## config.mk

```make
export PLATFORM = sky130hd
export DESIGN_NAME = mmio_bridge_n
export DESIGN_NICKNAME = d
export VERILOG_FILES = /design/src/rtl/mmio_pkg.sv /design/src/rtl/mmio_addr_decode.sv /design/src/rtl/mmio_bridge_n.sv
export SDC_FILE = /design/constraint.sdc
export NUM_CORES = 1
export LEC_CHECK = 0
export BUFFER_PORTS_ARGS = -buffer_cell sky130_fd_sc_hd__buf_2
export CORE_MARGIN = 4
export CORE_UTILIZATION = 42
export DETAILED_ROUTE_END_ITERATION = 7
export PLACE_DENSITY_LB_ADDON = 0.15
export SYNTH_ARGS = -nofsm -noshare
export SYNTH_HDL_FRONTEND = slang
export SYNTH_HIERARCHICAL = 1
export SYNTH_SLANG_ARGS = --single-unit
```

## constraint.sdc

```tcl
create_clock -name clk -period 3.2 [get_ports clk]
set_input_delay 0.32 -clock clk [delete_from_list [all_inputs] [get_ports clk]]
set_output_delay 0.32 -clock clk [all_outputs]
set_load 0.02 [all_outputs]
```

## src/rtl/mmio_pkg.sv

```systemverilog
// mmio_pkg: shared state encoding, default address map and error causes for the MMIO bridge.
package mmio_pkg;
   localparam logic [1:0] ST_IDLE = 2'd0;
   localparam logic [1:0] ST_BUSY = 2'd1;
   localparam logic [1:0] ST_RESP = 2'd2;
   localparam logic [31:0] DM_BASE   = 32'h0000_0000;
   localparam logic [31:0] DM_LIMIT  = 32'h0000_2fff;
   localparam logic [31:0] TC0_BASE  = 32'h0000_7f00;
   localparam logic [31:0] TC0_LIMIT = 32'h0000_7f0b;
   localparam logic [31:0] TC1_BASE  = 32'h0000_7f10;
   localparam logic [31:0] TC1_LIMIT = 32'h0000_7f1b;
   localparam logic [31:0] IG_BASE   = 32'h0000_7f20;
   localparam logic [31:0] IG_LIMIT  = 32'h0000_7f23;
   localparam logic [127:0] DEF_BASE  = {IG_BASE, TC1_BASE, TC0_BASE, DM_BASE};
   localparam logic [127:0] DEF_LIMIT = {IG_LIMIT, TC1_LIMIT, TC0_LIMIT, DM_LIMIT};
   localparam logic [3:0] DEF_WORD_ONLY = 4'b0110;
   localparam logic [1:0] ERR_MISS       = 2'd1;
   localparam logic [1:0] ERR_ILLEGAL_WR = 2'd2;
   localparam logic [1:0] ERR_TIMEOUT    = 2'd3;
endpackage

```

## src/rtl/mmio_addr_decode.sv

```systemverilog
// mmio_addr_decode: combinational base/limit slot decode with lowest-index priority and write legality.
module mmio_addr_decode import mmio_pkg::*; #(
   parameter int N_SLV = 4,
   parameter logic [32*N_SLV-1:0] SLV_BASE = DEF_BASE,
   parameter logic [32*N_SLV-1:0] SLV_LIMIT = DEF_LIMIT,
   parameter logic [N_SLV-1:0] SLV_WORD_ONLY = DEF_WORD_ONLY
) (
   input  logic [31:0]      addr,
   input  logic [3:0]       byteen,
   output logic [N_SLV-1:0] hit,
   output logic [2:0]       slot,
   output logic             legal
);
   logic [N_SLV-1:0] raw;
   logic found, word_only;
   // unsigned offset compare: addr in [base, limit] iff addr-base <= limit-base
   for (genvar i = 0; i < N_SLV; i++) begin : g_hit
      assign raw[i] = (addr - SLV_BASE[32*i +: 32]) <= (SLV_LIMIT[32*i +: 32] - SLV_BASE[32*i +: 32]);
   end
   always_comb begin
      hit = '0;
      slot = '0;
      found = 1'b0;
      word_only = 1'b0;
      for (int i = 0; i < N_SLV; i++) begin
         if (raw[i] && !found) begin
            hit[i] = 1'b1;
            slot = 3'(i);
            word_only = SLV_WORD_ONLY[i];
            found = 1'b1;
         end
      end
      legal = found && !(word_only && byteen != 4'b0000 && byteen != 4'b1111);
   end
endmodule

```

## src/rtl/mmio_bridge_n.sv

```systemverilog
// mmio_bridge_n: routes one CPU load/store to a memory-mapped slave via req/ack, stalling the CPU
// until the slave answers, and flags decode misses, illegal partial writes and timeouts as bus errors.
module mmio_bridge_n import mmio_pkg::*; #(
   parameter int N_SLV = 4,
   parameter logic [32*N_SLV-1:0] SLV_BASE = DEF_BASE,
   parameter logic [32*N_SLV-1:0] SLV_LIMIT = DEF_LIMIT,
   parameter logic [N_SLV-1:0] SLV_WORD_ONLY = DEF_WORD_ONLY,
   parameter int TIMEOUT = 15
) (
   input  logic                 clk,
   input  logic                 reset,
   input  logic                 cpu_req,
   input  logic [31:0]          cpu_addr,
   input  logic [31:0]          cpu_wdata,
   input  logic [3:0]           cpu_byteen,
   output logic [31:0]          cpu_rdata,
   output logic                 cpu_done,
   output logic                 cpu_err,
   output logic                 cpu_stall,
   output logic [N_SLV-1:0]     s_req,
   output logic [31:0]          s_addr,
   output logic [31:0]          s_wdata,
   output logic [3:0]           s_byteen,
   input  logic [N_SLV-1:0]     s_ack,
   input  logic [32*N_SLV-1:0]  s_rdata
);
   localparam logic [7:0] TO_LAST = 8'(TIMEOUT - 1);
   logic [1:0] state;
   logic [7:0] cnt;
   logic [2:0] slot_q, slot;
   logic [N_SLV-1:0] req_q, hit;
   logic [31:0] rdata_q, rsel;
   logic err_q, legal, ack;
   mmio_addr_decode #(
      .N_SLV(N_SLV), .SLV_BASE(SLV_BASE), .SLV_LIMIT(SLV_LIMIT), .SLV_WORD_ONLY(SLV_WORD_ONLY)
   ) u_dec (
      .addr(cpu_addr), .byteen(cpu_byteen), .hit(hit), .slot(slot), .legal(legal)
   );
   always_comb begin
      rsel = '0;
      for (int i = 0; i < N_SLV; i++) rsel = (slot_q == 3'(i)) ? s_rdata[32*i +: 32] : rsel;
   end
   assign ack = |(s_ack & req_q);
   assign s_req = req_q & {N_SLV{~reset}};
   assign cpu_done = state == ST_RESP;
   assign cpu_err = cpu_done & err_q;
   assign cpu_rdata = cpu_done ? rdata_q : '0;
   assign cpu_stall = cpu_req & (state != ST_RESP);
   always_ff @(posedge clk) begin
      if (reset) begin
         state <= ST_IDLE;
         cnt <= '0;
         slot_q <= '0;
         req_q <= '0;
         s_addr <= '0;
         s_wdata <= '0;
         s_byteen <= '0;
         rdata_q <= '0;
         err_q <= 1'b0;
      end else begin
         case (state)
            ST_IDLE: if (cpu_req) begin
               if (legal) begin
                  state <= ST_BUSY;
                  s_addr <= cpu_addr;
                  s_wdata <= cpu_wdata;
                  s_byteen <= cpu_byteen;
                  slot_q <= slot;
                  cnt <= '0;
                  req_q <= hit;
               end else begin
                  state <= ST_RESP;
                  err_q <= 1'b1;
                  rdata_q <= '0;
               end
            end
            ST_BUSY: if (ack) begin
               state <= ST_RESP;
               req_q <= '0;
               err_q <= 1'b0;
               rdata_q <= |s_byteen ? '0 : rsel;
            end else if (cnt == TO_LAST) begin
               state <= ST_RESP;
               req_q <= '0;
               err_q <= 1'b1;
               rdata_q <= '0;
            end else cnt <= cnt + 8'd1;
            default: state <= ST_IDLE;
         endcase
      end
   end
endmodule

```

Yosys cells after proc, flatten, opt, wreduce, memory -nomap -nowiden
Index checks and enable logic that the tools add are counted.
{"block": "word_totals", "reg_bits": 118, "latch_bits": 0, "ram_bits": 0, "romBits": 0, "inputBits": 203, "output_inout_bits": 107, "wordCells": 100, "mem_count": 0}
{"block": "op_classes", "n_addsub": 4, "mul": 0, "div_mod_pow": 0, "magnitude_cmp": 4, "eq_ne": 14, "shift": 0, "muxes": 43, "n_bitwise": 5, "reduce_logical": 21}
{"operator": "2-to-1 mux 32 bit", "count": 10}
{"operator": "subtractor 32 x 15 -> 32 bit, second input constant", "count": 3}
{"operator": "less-or-equal comparator 32 x 4 -> 1 bit, second input constant", "count": 2}
{"operator": "case mux 32 bit (2 select lines)", "count": 1}
{"operator": "less-or-equal comparator 32 x 14 -> 1 bit, second input constant", "count": 1}
{"operator": "less-or-equal comparator 32 x 2 -> 1 bit, second input constant", "count": 1}
{"operator": "2-to-1 mux 8 bit", "count": 4}
{"operator": "2-to-1 mux 4 bit", "count": 4}
{"operator": "case mux 8 bit (2 select lines)", "count": 1}
{"operator": "2-to-1 mux 1 bit", "count": 14}
{"operator": "2-to-1 mux 2 bit", "count": 6}
{"operator": "!= test 2 bit, second input constant", "count": 6}
{"operator": "adder 8 x 1 -> 8 bit, second input constant", "count": 1}
{"operator": "AND 4 bit", "count": 2}
{"operator": "== test 8 x 4 -> 1 bit, second input constant", "count": 1}
{"operator": "case mux 4 bit (2 select lines)", "count": 1}
{"operator": "AND reduction 4 bit", "count": 2}
{"operator": "OR reduction 4 bit", "count": 2}
{"operator": "== test 3 x 2 -> 1 bit, second input constant", "count": 2}
{"operator": "logical AND 1 bit", "count": 6}
{"operator": "AND reduction 5 bit", "count": 1}
{"operator": "logical NOT 1 bit", "count": 4}
{"operator": "!= test 4 bit, second input constant", "count": 1}
{"operator": "case mux 2 bit (2 select lines)", "count": 1}
{"operator": "13 further kinds", "count": 14}

Longest topological paths before layout
{"block": "depth", "depth_word": 18, "mapped_depth": 15, "ltp_nobuf": 14}

Cells and area by module
The synthesis kept the hierarchy.
{"module": "mmio_bridge_n", "n_inst": 1, "cells_per_inst": 567, "area_each_um2": 5315.1, "seq_area_each_um2": 2362.3}
{"module": "mmio_addr_decode", "n_inst": 1, "cells_per_inst": 134, "area_each_um2": 922.1, "seq_area_each_um2": 0.0}

Worst setup path after synthesis
OpenSTA, ideal clock, no wires.
{"block": "synth_timing", "path_kind": "in2reg", "startpoint": "in cpu_addr[5]", "endpoint": "reg cnt[5]", "setup_time_ps": 70, "arrival_time_ps": 3440, "t_required_ps": 3130, "setup_slack_ps": -310, "path_stages": 14, "n_path_buf": 0, "path_cell_list": "inv_1 > ha_1 > or3b_4 > nand4_1 > mux2_2 > a211o_1 > or4_4 > o21ba_1 > o211ai_2 > nand2_1 > a21oi_2 > nand4_1 > or3_1 > a21oi_1"}
{"block": "synth_between", "elab_chain_cells": 17, "word_cells_on_any_way": 26, "cone_classes": "add/sub (3); order compare (4); eq/ne (1); mux (7); reduce/logical (11)"}
{"item": "start, declared", "line_no": "mmio_bridge_n.sv:13", "rtl": "input logic [31:0] cpu_addr,"}
{"item": "parallel branches: the longest is 14 deep, another holds subtractor 32 x 15 -> 32 bit"}
{"item": "logical AND 1 bit *", "line_no": "mmio_addr_decode.sv:33", "rtl": "legal = found && !(word_only && byteen != 4'b0000 && byteen != 4'b1111);"}
{"item": "named net legal", "line_no": "mmio_bridge_n.sv:33", "rtl": "logic err_q, legal, ack;"}
{"item": "!= test 2 bit (no source line) *"}
{"item": "AND reduction 5 bit (no source line) *"}
{"item": "end signal, assigned", "line_no": "mmio_bridge_n.sv:87", "rtl": "end else cnt <= cnt + 8'd1;"}
{"item": "end, declared", "line_no": "mmio_bridge_n.sv:29", "rtl": "logic [7:0] cnt;"}
Mark *: on every way through the listed nets, which the timed path passes.
A chain may end at the register's enable or synchronous reset.

Final worst setup path
Same ends and word-level chain as after synthesis.

==> reports/metrics.cfg <==
[clock_tree]
cts_buffers=17
cts_max_level=4
ctsRootBufferMaster=clkbuf_16
clk_latency_ns=0.42
cts_tree=built
hold_buffers=0
clock_path_buffers=2
clkTransAtPathRegs_ns=0.06
cts.sinks=118

[die]
die_area_um2=16860
die_h_um=129.9
rows=44
core_um2=14530
ios=310
die_x_um=129.9
initial_core_util=0.4291

[synthesis]
yosysMostFrequentCell=nand2_1
synth_edf_count=0
synth-main-ff-cell=dfxtp_1
yosysTopAreaCell=dfxtp_1
synth_top_cells_by_count=164 x nand2_1, 118 x dfxtp_1, 78 x a21oi_1
synth_seq_area_share=0.3787
netlist_area_um2=6237
syn_nets=907
synth-seq-cells=118
synth_top_area_frac=0.3787
synth-async-reset-ratio=0
synth_warnings=6
avgSynthCellArea_um2=8.898
syn_inst=701
ys_top_cells_by_area=dfxtp_1 38%, mux4_2 12%, nand2_1 9.9%
synth_cell_types=67

[placement]
io_buffers=309
pre_cts_ws_ns=-0.3961
place_congestion=0.8909
dp_hpwl_um=15900
place_inst=1212

[run]
cap_viol_max_count=0

[worst_setup_path]
start_kind=input pin
required_ns=3.55
rr_worst_depth=3
crit_type=input pin to flip-flop
timing.rr.start=slot_q[0]
crit_start=cpu_addr[5]
path_max_fanout=7
worstPathArrival_ns=3.47
end_kind=flip-flop

[sta]
fin_setup_tns_ns=0
hold_viol=0
finalMaxSlewViolations=0
max_slew_margin=0.5984
skew_ns=0.006983
max_freq_ghz=0.3206
setup_ws_ns=0.08116
tightest_slew_ns=0.6024
finalSetupViolCount=0
min_period_over_period=0.9746
fin_crit_ns=3.119
rsz0062_at_grt=yes

[detailed_routing]
drtAntennaViolNets=0
num_vias=6643
wl_um=21030
first_pass_iters=5
drc=0
wire_per_inst_um=16.88
via_per_inst=5.331
drtIter0Drc=435

[status]
status=finished, final reports clean

[global_route]
gr-usage-met2=0.4076
grt_start_max_net_pins=67
antenna_found_initial=2
top_usage_layer=met2
use_met3=0.06918
grt_pass1_wl_um=32170
grt_use_met1=0.2946
track_usage=0.2405
grt_pass1_vias=6297
overflow=0

[power]
power.density_nw_per_um2=405.1
p_leak_nw=3.888
ir_drop_v=0.0003237

[final_layout]
final_nets=1254
stdcell_count=1246
layout.core_utilization=0.6297
syn2layout_area_growth_pct=46.74
drive_above_1_share=0.4750

[min_path]
hold_path.class=input pin to flip-flop
worstHoldStart=cpu_wdata[17]
hold_depth=3

report_power, final:
| group | internal (W) | switching (W) |
|---|---|---|
| Combinational | 0.000190 | 0.000165 |
| Clock | 0.00110 | 0.000776 |
| Sequential | 0.00147 | 0.00000373 |
| Total | 0.00276 | 0.000945 |
registers in the layout (all words and copies together), names as in the netlist:
register  cells
cnt           8
s_byteen      4
s_addr       32
slot_q        3
req_q         4
err_q         1
rdata_q      32
state         2
s_wdata      32
final timing paths:
| kind | end | slack (ns) |
|---|---|---|
| setup / recovery | cnt[5] | 0.08 |
| hold / removal | s_wdata[17] | 0.13 |
| setup reg to reg | rdata_q[15] | 1.30 |
| hold reg to reg | s_wdata[17] | 0.45 |
repair_timing:
action,4_1_cts,5_1_grt
buffers inserted,0,1
setup endpoints to repair,0,103
resized for setup,0,31
layout by cell type, fill, tap and decap left out, types with 16 or more instances in the layout:
cell type	synthesis	layout
buf_2	22	307
nand2_1	164	162
dfxtp_1	118	117
buf_4	2	66
a21oi_1	78	62
and2_1	35	35
a32o_1	34	34
mux4_2	32	32
clkbuf_16	0	17
a21oi_2	1	16
nor3_1	16	16
per-layer routing:
layer	part of all wire	routed length, um
met5	0.00062	13
met4	0.013	281
met3	0.079	1669
met2	0.50	10510
met1	0.41	8557
per-stage QoR:
| stage | total power (W) | hold WS (ns) | instance area, um^2 |
|---|---|---|---|
| 2_1_floorplan | 0.001634 | 0.4337 | 6321 |
| 3_5_place_dp | 0.001852 | 0.4429 | 8428 |
| 5_1_grt | 0.003849 | 0.1209 | 9153 |
| 4_1_cts | 0.003739 | 0.1135 | 9016 |
| 3_3_place_gp | 0.001850 | 0.4381 | 8428 |
| 6_report | 0.003708 | 0.1328 | 9153 |
critical path, stage by stage:
cell and delay, ns:
buf_6 0.11, buf_4 0.13, or4_1 0.61, nand3_1 0.14, xnor2_1 0.14, o221ai_2 0.12
or4_4 0.50, o21ba_4 0.21, o211ai_2 0.16, nand2_2 0.12, a21oi_4 0.26, nand4_1 0.13
or3_1 0.37, a21oi_2 0.13
logic make-up after synthesis:
kind of cell	count (synthesis)	share of synthesized area
other cells	1	0.0006012
flops	118	0.3787
mux	36	0.1224
xor+xnor	10	0.01404
compound gates	162	0.1819
simple gates	312	0.2489
fa+ha+maj	3	0.006019
buf+inv	59	0.04734
area by class of cell:
cell class / count / area [um^2]
Antenna cell: 1 / 2.502
Clock buffer: 17 / 425.4
Sequential cell: 118 / 2364
Tap cell: 184 / 230.2
Multi-Input combinational cell: 524 / 3759
Timing Repair Buffer: 380 / 2163
Clock inverter: 15 / 162.7
Inverter: 7 / 46.29
Fill cell: 1327 / 5381
Power figures use the tool's default switching activity.
